--- src/rtl/racer_race_engine.sv ---
// LED-racer game core: per-player debounce, IDLE/RACE/WIN control and a req/ack snapshot port.
// Define RACER_LAPS_EN to race LAPS laps instead of a single run to MAX_POS.
module racer_race_engine #(
  parameter  int PLAYERS          = 4,
  parameter  int MAX_POS          = 109,
  parameter  int DEBOUNCE_CLK_CNT = 65536,
  parameter  int WIN_HOLD_CLK_CNT = 50000000,
  parameter  int LAPS             = 3,
  localparam int PW               = $clog2(MAX_POS + 1)
) (
  input  logic                    clk,
  input  logic                    rst_n,
  input  logic [PLAYERS-1:0]      btn_in,
  input  logic                    frame_ack,
  output logic                    frame_req,
  output logic [PLAYERS*PW-1:0]   pos_bus,
  output logic [PLAYERS*4-1:0]    lap_bus,
  output logic [1:0]              game_state,
  output logic                    winner_valid,
  output logic [2:0]              winner_id
);

  localparam int DW = $clog2(DEBOUNCE_CLK_CNT + 1);
  localparam int HW = $clog2(WIN_HOLD_CLK_CNT + 1);
  localparam logic [DW-1:0] DEB_LAST  = DW'(DEBOUNCE_CLK_CNT - 1);
  localparam logic [HW-1:0] HOLD_LAST = HW'(WIN_HOLD_CLK_CNT - 1);
  localparam logic [PW-1:0] POS_MAX   = PW'(MAX_POS);

  if (PLAYERS < 1 || PLAYERS > 8 || DEBOUNCE_CLK_CNT < 2 || WIN_HOLD_CLK_CNT < 1 ||
      LAPS < 1 || LAPS > 15) begin : g_param_check
    $error("racer_race_engine: parameter out of range");
  end

  typedef enum logic [1:0] {
    S_IDLE = 2'd0,
    S_RACE = 2'd1,
    S_WIN  = 2'd2
  } state_e;

  function automatic logic [PW-1:0] sat_inc(input logic [PW-1:0] v);
    return (v == POS_MAX) ? v : v + 1'b1;
  endfunction

  logic [PLAYERS-1:0] sync1_q, sync2_q, stable_q, press_q;
  logic [DW-1:0]      deb_cnt_q [PLAYERS];

  state_e                  state_q, state_d;
  logic [PLAYERS*PW-1:0]   pos_q, pos_d, pos_snap_q;
  logic [2:0]              win_id_q, win_id_d;
  logic [HW-1:0]           hold_q, hold_d;
  logic [PLAYERS-1:0]      fin;
  logic                    frame_req_q, dirty_q, live_chg;
`ifdef RACER_LAPS_EN
  localparam logic [PW-1:0] POS_PRE  = PW'(MAX_POS - 1);
  localparam logic [3:0]    LAP_LAST = 4'(LAPS - 1);
  localparam logic [3:0]    LAP_FULL = 4'(LAPS);
  logic [PLAYERS*4-1:0]     lap_q, lap_d, lap_snap_q;
`endif

  // Press pulse is registered together with the stable level it came from.
  always_ff @(posedge clk or negedge rst_n) begin
    if (!rst_n) begin
      sync1_q  <= '0;
      sync2_q  <= '0;
      stable_q <= '0;
      press_q  <= '0;
      for (int i = 0; i < PLAYERS; i++) deb_cnt_q[i] <= '0;
    end else begin
      sync1_q <= btn_in;
      sync2_q <= sync1_q;
      press_q <= '0;
      for (int i = 0; i < PLAYERS; i++) begin
        if (sync2_q[i] == stable_q[i]) begin
          deb_cnt_q[i] <= '0;
        end else if (deb_cnt_q[i] == DEB_LAST) begin
          stable_q[i]  <= sync2_q[i];
          press_q[i]   <= sync2_q[i];
          deb_cnt_q[i] <= '0;
        end else begin
          deb_cnt_q[i] <= deb_cnt_q[i] + 1'b1;
        end
      end
    end
  end

  always_comb begin
    state_d  = state_q;
    pos_d    = pos_q;
    win_id_d = win_id_q;
    hold_d   = hold_q;
    fin      = '0;
`ifdef RACER_LAPS_EN
    lap_d    = lap_q;
`endif
    unique case (state_q)
      S_IDLE: if (|press_q) state_d = S_RACE;
      S_RACE: begin
        for (int i = 0; i < PLAYERS; i++) begin
          if (press_q[i]) begin
`ifdef RACER_LAPS_EN
            if (pos_q[i*PW +: PW] == POS_MAX) begin
              pos_d[i*PW +: PW] = '0;
              lap_d[i*4 +: 4]   = lap_q[i*4 +: 4] + 4'd1;
            end else begin
              pos_d[i*PW +: PW] = sat_inc(pos_q[i*PW +: PW]);
              if (pos_q[i*PW +: PW] == POS_PRE && lap_q[i*4 +: 4] == LAP_LAST) begin
                lap_d[i*4 +: 4] = LAP_FULL;
                fin[i]          = 1'b1;
              end
            end
`else
            pos_d[i*PW +: PW] = sat_inc(pos_q[i*PW +: PW]);
            fin[i]            = (pos_d[i*PW +: PW] == POS_MAX);
`endif
          end
        end
        // Scan downwards so the lowest finishing index wins a tie.
        for (int i = PLAYERS - 1; i >= 0; i--) begin
          if (fin[i]) win_id_d = 3'(i);
        end
        if (|fin) begin
          state_d = S_WIN;
          hold_d  = '0;
        end
      end
      S_WIN: begin
        if (hold_q == HOLD_LAST) begin
          state_d  = S_IDLE;
          pos_d    = '0;
          win_id_d = '0;
          hold_d   = '0;
`ifdef RACER_LAPS_EN
          lap_d    = '0;
`endif
        end else begin
          hold_d = hold_q + 1'b1;
        end
      end
      default: state_d = S_IDLE;
    endcase
  end

`ifdef RACER_LAPS_EN
  assign live_chg = (pos_d != pos_q) || (lap_d != lap_q) || (state_d != state_q);
`else
  assign live_chg = (pos_d != pos_q) || (state_d != state_q);
`endif

  always_ff @(posedge clk or negedge rst_n) begin
    if (!rst_n) begin
      state_q  <= S_IDLE;
      pos_q    <= '0;
      win_id_q <= '0;
      hold_q   <= '0;
`ifdef RACER_LAPS_EN
      lap_q    <= '0;
`endif
    end else begin
      state_q  <= state_d;
      pos_q    <= pos_d;
      win_id_q <= win_id_d;
      hold_q   <= hold_d;
`ifdef RACER_LAPS_EN
      lap_q    <= lap_d;
`endif
    end
  end

  // Snapshot takes the pre-edge live values; a change in the same cycle stays dirty.
  always_ff @(posedge clk or negedge rst_n) begin
    if (!rst_n) begin
      frame_req_q <= 1'b0;
      dirty_q     <= 1'b1;
      pos_snap_q  <= '0;
`ifdef RACER_LAPS_EN
      lap_snap_q  <= '0;
`endif
    end else if (frame_req_q) begin
      if (frame_ack) frame_req_q <= 1'b0;
      dirty_q <= dirty_q | live_chg;
    end else if (dirty_q) begin
      frame_req_q <= 1'b1;
      pos_snap_q  <= pos_q;
`ifdef RACER_LAPS_EN
      lap_snap_q  <= lap_q;
`endif
      dirty_q     <= live_chg;
    end else begin
      dirty_q <= live_chg;
    end
  end

  assign frame_req    = frame_req_q;
  assign pos_bus      = pos_snap_q;
`ifdef RACER_LAPS_EN
  assign lap_bus      = lap_snap_q;
`else
  assign lap_bus      = '0;
`endif
  assign game_state   = state_q;
  assign winner_valid = (state_q == S_WIN);
  assign winner_id    = win_id_q;

endmodule

--- config.mk ---
export PLATFORM = sky130hd
export DESIGN_NAME = racer_race_engine
export DESIGN_NICKNAME = d
export VERILOG_FILES = /design/src/rtl/racer_race_engine.sv
export SDC_FILE = /design/constraint.sdc
export NUM_CORES = 1
export LEC_CHECK = 0
export ABC_AREA = 1
export BUFFER_PORTS_ARGS = -buffer_cell sky130_fd_sc_hd__clkbuf_2
export CAP_MARGIN = 20
export CORE_MARGIN = 3
export CORE_UTILIZATION = 55
export CTS_CLUSTER_DIAMETER = 200
export DETAILED_ROUTE_END_ITERATION = 10
export PLACE_DENSITY = 0.83
export SLEW_MARGIN = 20
export SYNTH_ARGS = -nofsm -noshare
export SYNTH_HDL_FRONTEND = slang
export SYNTH_SLANG_ARGS = --single-unit
--- constraint.sdc ---
create_clock -name clk -period 3.7 [get_ports clk]
set_clock_uncertainty 0.1 [all_clocks]
set_input_delay 0.185 -clock clk [delete_from_list [all_inputs] [get_ports clk]]
set_output_delay 0.185 -clock clk [all_outputs]
set_load 0.01 [all_outputs]
Word level (Yosys, flattened, before mapping):

Index checks and enable logic that the tools add are counted.

* add/sub/neg operators: 9
* eq/ne operators: 24
* mux-type cells: 51
* bitwise operators: 6
* reduce and logical (&&, ||, !) cells: 12

Operators with widths (count)
* $mux W17: 8
* $add A17 B1 Y17 const B: 4
* $eq A17 B16 Y1 const B: 4
* $eq A7 B7 Y1 const B: 8
* $mux W7: 8
* $pmux W28 S2: 1
* $mux W26: 2
* $pmux W26 S2: 1
* $add A7 B1 Y7 const B: 4
* $mux W28: 1
* $ne A28 B28 Y1: 1
* $add A26 B1 Y26 const B: 1
* $eq A26 B26 Y1 const B: 1
* $mux W1: 20
* $mux W3: 5
* $reduce_and A2 Y1: 6
* $reduce_or A4 Y1: 2
* $mux W2: 3
* $pmux W2 S3: 1
* $pmux W3 S2: 1
* $ne A5 B5 Y1 const B: 1
* $not A1 Y1: 5
* $eq A1 B1 Y1: 4
* $reduce_and A3 Y1: 1
* 9 further kinds: 9

* flip-flop bits (word level): 173
* input port bits: 7
* output and inout bits: 51
* logic and storage cells: 120

Logic depth before layout (Yosys ltp):

Gate-level depths: netlist (run 1).

* word-level depth: 12
* mapped depth: 18
* gate-level depth less buffers: 18

Worst setup path after synthesis (run 1):

No wires, ideal clock.

* path kind: register -> register
* start point: register state_q[1] (netlist: game_state[1])
* end point: register dirty_q
* setup time: 0.083 ns
* arrival: 2.071 ns
* required time: 3.517 ns
* slack: 1.446 ns
* cell stages (with the launch flop): 14
* path buffers: 2
* period minus slack after synthesis: 2.254 ns
* path through: dfrtp_1 > inv_1 > ha_1 > buf_2 > nand2_1 > inv_1 > clkbuf_1 > o21ai_0 > nand3_1 > nand2_1 > nor2_1 > nand2_1 > nor2_1 > nand3_1

* word-level cells in the longest chain between the ends: 6
* elaborated cells between the ends (all ways): 13
* classes of those cells: eq/ne (4); mux (6); bitwise (1); reduce/logical (2)

RTL lines
* start, declared: RTL line 47 `state_e state_q, state_d;`
* start signal, assigned: RTL line 159 `state_q <= state_d;`
* $eq A2 B2 Y1, or another cell as far along: RTL line 95 `unique case (state_q)`
* $pmux W28 S2 / $pmux W2 S3 (equally long branches): RTL line 95
* $ne A28 B28 Y1 / $ne A2 B2 Y1 (equally long branches): RTL line 146 `assign live_chg = (pos_d != pos_q) || (state_d != state_q);`
* $logic_or A1 B1 Y1 *: RTL line 146
* $or A1 B1 Y1: RTL line 180 `dirty_q <= dirty_q | live_chg;`
* $mux W1 *: RTL line 178 `end else if (frame_req_q) begin`
* end signal, assigned: RTL line 180
* end signal, assigned: RTL line 187 `dirty_q <= live_chg;`
* end signal, assigned: RTL line 189 `dirty_q <= live_chg;`
* end, declared: RTL line 52 `logic frame_req_q, dirty_q, live_chg;`

Mark *: on every way between the ends. The rest lies on a longest branch, timed or not.
A chain may end at the register's enable or synchronous reset.

Worst setup path after layout (run 1):

* start point: register hold_q[0]
* end point: register dirty_q

* word-level cells in the longest chain between the ends: 7
* elaborated cells between the ends (all ways): 10
* classes of those cells: eq/ne (3); mux (5); bitwise (1); reduce/logical (1)

RTL lines
* start, declared: RTL line 50 `logic [HW-1:0] hold_q, hold_d;`
* start signal, assigned: RTL line 162 `hold_q <= hold_d;`
* $eq A26 B26 Y1 *: RTL line 127 `if (hold_q == HOLD_LAST) begin`
* $mux W28 / $mux W2 (equally long branches): RTL line 127
* $pmux W28 S2 / $pmux W2 S3 (equally long branches): RTL line 95
* $ne A28 B28 Y1 / $ne A2 B2 Y1 (equally long branches): RTL line 146
* $logic_or A1 B1 Y1 *: RTL line 146
* $or A1 B1 Y1: RTL line 180
* $mux W1 *: RTL line 178

Marks and branches as above.

==> results of run 1 <==
[power breakdown]
group	switching, mW	internal, mW
sequential	0.00965	1.89
combinational	0.0665	0.0217
clock	0.804	1.09
[worst min path at each step]
| stage | startpoint | endpoint | slack [ps] | depth (start not counted) |
|---|---|---|---|---|
| 6_report | sync1_q[3]$_DFF_PN0_ | sync2_q[3]$_DFF_PN0_ | 250 | 0 |
| 5_1_grt | sync1_q[2]$_DFF_PN0_ | sync2_q[2]$_DFF_PN0_ | 250 | 0 |
| 4_1_cts | sync1_q[3]$_DFF_PN0_ | sync2_q[3]$_DFF_PN0_ | 250 | 0 |
| 3_5_place_dp | btn_in[0] | sync1_q[0]$_DFF_PN0_ | 190 | 1 |
| 3_3_place_gp | btn_in[1] | sync1_q[1]$_DFF_PN0_ | 200 | 1 |
| 2_1_floorplan | rst_n | deb_cnt_q[0]$_DFF_PN0_ | -210 | 0 |
[final cells by class]
class | instances | area share (%)
timing repair buffer | 55 | 3.06
inverter | 142 | 4.88
sequential | 172 | 39.4
tap | 225 | 2.58
clock buffer | 17 | 3.89
multi-input combinational | 943 | 44.3
clock inverter | 15 | 1.88
[metrics by stage]
stage / setup slack, ps / hold WS (ps) / std cells / area (µm²)
finish: 655 / 249 / 1569 / 10900
global route: 377 / 254 / 1569 / 10900
CTS: 739 / 250 / 1569 / 10900
detailed placement: 775 / 195 / 1531 / 10200
global placement: 807 / 196 / 1531 / 10200
floorplan: 1450 / -211 / 1313 / 10000
[registers in the layout, summed over array words and instances, names as in the netlist]
name	count
deb_cnt_q	68
dirty_q	1
frame_req	1
game_state	2
hold_q	26
pos_bus	28
pos_q	28
press_q	4
stable_q	4
sync1_q	4
sync2_q	4
winner_id	2
[synthesized netlist by cell type (6+ instances only)]
master and instances:
nand3_2 7, ha_1 17, o21ai_0 92, dfrtp_1 171, buf_4 22, nor3_1 41
nand4_1 66, nand3_1 117, a21oi_1 46, nand2_1 273, nor2_2 12, nor2_1 129
clkbuf_1 15, xnor2_1 17, a31oi_1 8, nor4_1 17, inv_1 133, nor3b_1 10
buf_2 10, nand2_2 7, buf_6 7, xor2_1 37, inv_2 6
[logic make-up after synthesis]
| kind of cell | Yosys count | synth area share, % |
|---|---|---|
| flops | 172 | 43.1 |
| other cells | 1 | 0.0376 |
| simple gates | 694 | 32.5 |
| fa+ha+maj | 17 | 2.13 |
| buf+inv | 198 | 8.92 |
| compound gates | 161 | 8.51 |
| xor+xnor | 54 | 4.74 |
[metal layers]
metal,vias to the layer above,global-route usage [%]
li1,4345,-
met1,4119,33.5
met5,-,0
met4,0,6.78
met2,368,38.9
met3,48,4.44
[critical path: cells and delay by family, from the launching register on]
family / cells / cell delay [ps]
AND/OR/NAND/NOR: 13 / 1760
flip-flops: 1 / 420
adder cells (fa/ha/maj): 1 / 280
buffers and inverters: 1 / 400
==> run summary, run 1 <==
Max cap viols = 0
Critical path endpoint category = flip-flop
Ys Warns = 0
Power per cell area = 355 nW/µm²
Clock Path Buffers = 2
Post-DP HPWL = 16400 µm
Wire length on met1 = 10500 µm
Hold Vio Cnt, Final = 0
WL met3 = 1740 µm
Root Buffer = clkbuf_16
Sequential cell area = 4310 µm²
DR vias = 8880
Initial antenna violation count = 0
R2R Path End = dirty_q$_DFF_PN1_
Critical Path, Cell by Cell = ha_1 > nand2_1 > nor2_2 > nand3_1 > nor2_4 > nand2_4 > nand2_4 > nand2_4 > inv_2 > nand3_1 > nand2_1 > nor2_1 > nand3_1 > nor2_1 > nand3_1
Yosys top cell area share = 42.9%
Ys flop type = dfrtp_1
Commonest non-fill, non-tap cells in the layout = 273 x nand2_1, 171 x dfrtp_1, 133 x inv_1
DR WL/cell = 15.0 µm
Clk pin slew, worst setup/hold paths = 70 ps
Worst Setup SP = hold_q[0]$_DFFE_PN0P_
Routability Congestion = 0.936
I/O Buffers = 40
ANT cells = 0
EDFF count, synth = 0
Pleak = 5.03 nW
H-Tree Depth = 4
Post-CTS Setup Repair Bufs = 0
Share of cells above drive strength 1 = 9.60%
Total congestion overflow = 0
Worst slew pin tran = 821 ps
Unrepaired setup endpoints after global routing = no
Drt pass-1 iters = 6
DR iter-0 viols = 801
Largest net degree at the start of global routing = 90
Setup CP Type = reg2reg
Row cnt = 48
Commonest non-fill, non-tap cell in the layout = nand2_1
Filler cells = 1494
Worst-Skew Late Latency = 430 ps
FF-to-FF path depth = 15
Setup-failing EPs final = 0
Die Wd = 141 µm
Hold buffer count at CTS = 6
Total power = 3.88 mW
Post-Syn Area = 9980 µm²
Area grow syn2layout = 9.50%
Hold Path Class = reg2reg
Seq/Total Area, Yosys = 43.1%
Ports = 58
FF-to-FF Start = hold_q[0]$_DFFE_PN0P_
Chip height = 141 µm
Multi-input gate area = 4850 µm²
Worst vdd ir = 0.420 mV
Maximum clock rate = 328 MHz
Remaining antenna violation count = 0
Starting Density = 56.9%
WL met2 = 10800 µm
Slowest CP cell = dfrtp_1
Top sig layer = met4
Data required, critical path = 3970 ps
FF+latch count, synth = 172
Area of the core = 17500 µm²
Final WL = 23500 µm
Fin crit period = 3050 ps
DRC errors left = 0
Setup crit end = dirty_q$_DFF_PN1_
Via count of the first global-routing pass = 8250
Unique masters post-synth = 43
Final Max Slew Viols = 0
DIE AREA = 19800 µm²
Final net count = 1355
Worst Path Arrival = 3320 ps
Worst Path Max Fanout = 30
Vias per Instance = 5.66
Setup TNS = 0 ps
R2R setup slack = 650 ps
Syn Inst Count = 1297
CTS buffer count = 17
Startpoint Class = flip-flop
Avg Cell Area, Syn = 7.70 µm²
Clk sinks = 172
Post-synth ARST share = 100%
Core Util, Final = 62.3%
Crit path largest cell delay = 420 ps
Synth top area cells = dfrtp_1 43%, nand2_1 10%, nand3_1 5.9%
Status = completed
CTS tree = yes
Worst rel slew slack = 45.3%
Top cell by count, worst path = nand3_1
First-pass GRT wire length = 39800 µm
Area leader, netlist = dfrtp_1
Post-cts sizing count = 0
Overall Global Routing Usage = 24.1%
Tcrit/Tclk final = 82.3%
(Power assumes the default switching activity.)
==> run 2, diff against run 1 <==
==> constraint.sdc (replaced) <==
create_clock -name clk -period 3.2 [get_ports clk]
set_clock_uncertainty 0.1 [all_clocks]
set_input_delay 0.16 -clock clk [delete_from_list [all_inputs] [get_ports clk]]
set_output_delay 0.16 -clock clk [all_outputs]
set_load 0.01 [all_outputs]
==> run 2 against run 1 <==
Against the previous run:
- worst setup slack lost 330 ps
- flip-flop and latch count unchanged
- hold slack got worse by 69 ps
- final cell count up 0.19%
- largest power group unchanged
==> run summary, run 2 (same netlist as run 1, synthesis figures left out) <==
Status = completed
Drt pass-1 iters = 5
First-pass GRT wire length = 38600 µm
Clk pin slew, worst setup/hold paths = 70 ps
Sw Share = 23.8%
Sequential cell area = 4310 µm²
Final WL = 22800 µm
Area grow syn2layout = 9.10%
Startpoint Class = flip-flop
Post-CTS Setup Repair Bufs = 0
Internal = 3.24 mW
DR iter-0 viols = 867
Hold Path Class = in2async
Worst Path Arrival = 3150 ps
Place WS = 396 ps
Critical path endpoint category = flip-flop
Max cap viols = 0
Commonest non-fill, non-tap cells in the layout = 273 x nand2_1, 171 x dfrtp_1, 133 x inv_1
Worst Path Max Fanout = 23
Setup TNS = 0 ps
Ports = 58
Share of cells above drive strength 1 = 9.80%
Critical Path, Cell by Cell = ha_1 > nand2_1 > nor2_2 > nand3_1 > nor2_4 > nand2_4 > nand2_4 > nand2_4 > inv_2 > nand3_1 > nand2_1 > nor2_1 > nand3_1 > nor2_1 > nand3_1
DR vias = 8840
Crit path largest cell delay = 420 ps
Remaining antenna violation count = 0
Chip height = 141 µm
Combinational share of power = 2.5%
Flop pwr share = 51.8%
Slowest CP cell = dfrtp_1
H-Tree Depth = 4
ANT cells = 0
Worst rel slew slack = 58.7%
Area of the core = 17500 µm²
Hold_ws = 180 ps
Row cnt = 48
# placed instances = 1534
Data required, critical path = 3470 ps
Pleak = 5.02 nW
Largest reg by FF count = deb_cnt_q
Final setup margin = 324 ps
Cell Area, Placed = 10300 µm²
Max FFs per register = 68
Maximum clock rate = 348 MHz
I/O Buffers = 40
Worst-Skew Late Latency = 430 ps
Top cell by count, worst path = nand3_1
Total congestion overflow = 0
Overall Global Routing Usage = 23.4%
DR WL/cell = 14.5 µm
DIE AREA = 19800 µm²
Filler-free cell count of the finished design = 1572
Largest net degree at the start of global routing = 70
Total power = 4.25 mW
Fin crit period = 2880 ps
Setup-failing EPs final = 0
Worst vdd ir = 0.385 mV
CTS tree = yes
Post-DP HPWL = 16300 µm
CTS buffer count = 17
Multi-input gate area = 4850 µm²
Final Max Slew Viols = 0
Psw = 1.01 mW
DRC errors left = 0
Root Buffer = clkbuf_16
Starting Density = 56.9%
Routability Congestion = 0.989
Clk sinks = 172
Tcrit/Tclk final = 89.9%
R2R setup slack = 320 ps
Clock power frac = 45.7%
Power per cell area = 390 nW/µm²
Clock Path Buffers = 2
Hold Vio Cnt, Final = 0
Core Util, Final = 62.1%
Filler cells = 1501
Final net count = 1358
Die Wd = 141 µm
Vias per Instance = 5.62
Worst slew pin tran = 620 ps
Unrepaired setup endpoints after global routing = no
Via count of the first global-routing pass = 8030
Setup CP Type = reg2reg
Commonest non-fill, non-tap cell in the layout = nand2_1
Design Area, Final = 10900 µm²
Initial antenna violation count = 0
-- run 2: path summary, 6_finish.rpt --
kind,endpoint,cells after the start,from
max,dirty_q$_DFF_PN1_,15,hold_q[0]$_DFFE_PN0P_
min,hold_q[24]$_DFFE_PN0P_,2,rst_n
max reg2reg,dirty_q$_DFF_PN1_,15,hold_q[0]$_DFFE_PN0P_
min reg2reg,sync2_q[1]$_DFF_PN0_,0,sync1_q[1]$_DFF_PN0_
max in group asynchronous,dirty_q$_DFF_PN1_,3,rst_n
min in group clk,sync2_q[1]$_DFF_PN0_,0,sync1_q[1]$_DFF_PN0_
-- run 2: routing by layer --
| layer | global-route usage, % | vias to the layer above | part of all wire (%) |
|---|---|---|---|
| met5 | 0 | - | 0 |
| met4 | 7.19 | 0 | 2.1 |
| met3 | 5.05 | 43 | 7.2 |
| met2 | 36.1 | 311 | 45 |
| met1 | 33.3 | 4152 | 46 |
| li1 | - | 4334 | - |
-- run 2: power groups by stage --
stage	combinational, mW	sequential, mW	clock, mW
final	0.105	2.20	1.94
after global routing	0.124	2.20	2.08
after CTS	0.109	2.20	1.98
after detailed placement	0.103	2.24	0
after global placement	0.0996	2.24	0
after floorplan	0.0558	2.24	0
-- run 2: layout make-up --
cell class              instances  area share [%]
clock inverters                15            1.19
multi-input cells             943            44.5
well taps                     225            2.59
clock buffers                  17            3.91
flip-flops and latches        172            39.5
repair buffers                 58            3.39
inverters                     142            4.89
-- run 2: critical path: cells and delay by family (launching register included) --
kind	cells	cell delay, ps
fa+ha+maj	1	290
simple gates	13	1680
flops	1	420
buf+inv	1	320
-- run 2: timing repair --
action / 4_1_cts / 5_1_grt
hold buffers: 6 / 0
gates resized for setup: 0 / 0
endpoints found under the hold margin: 71 / 0
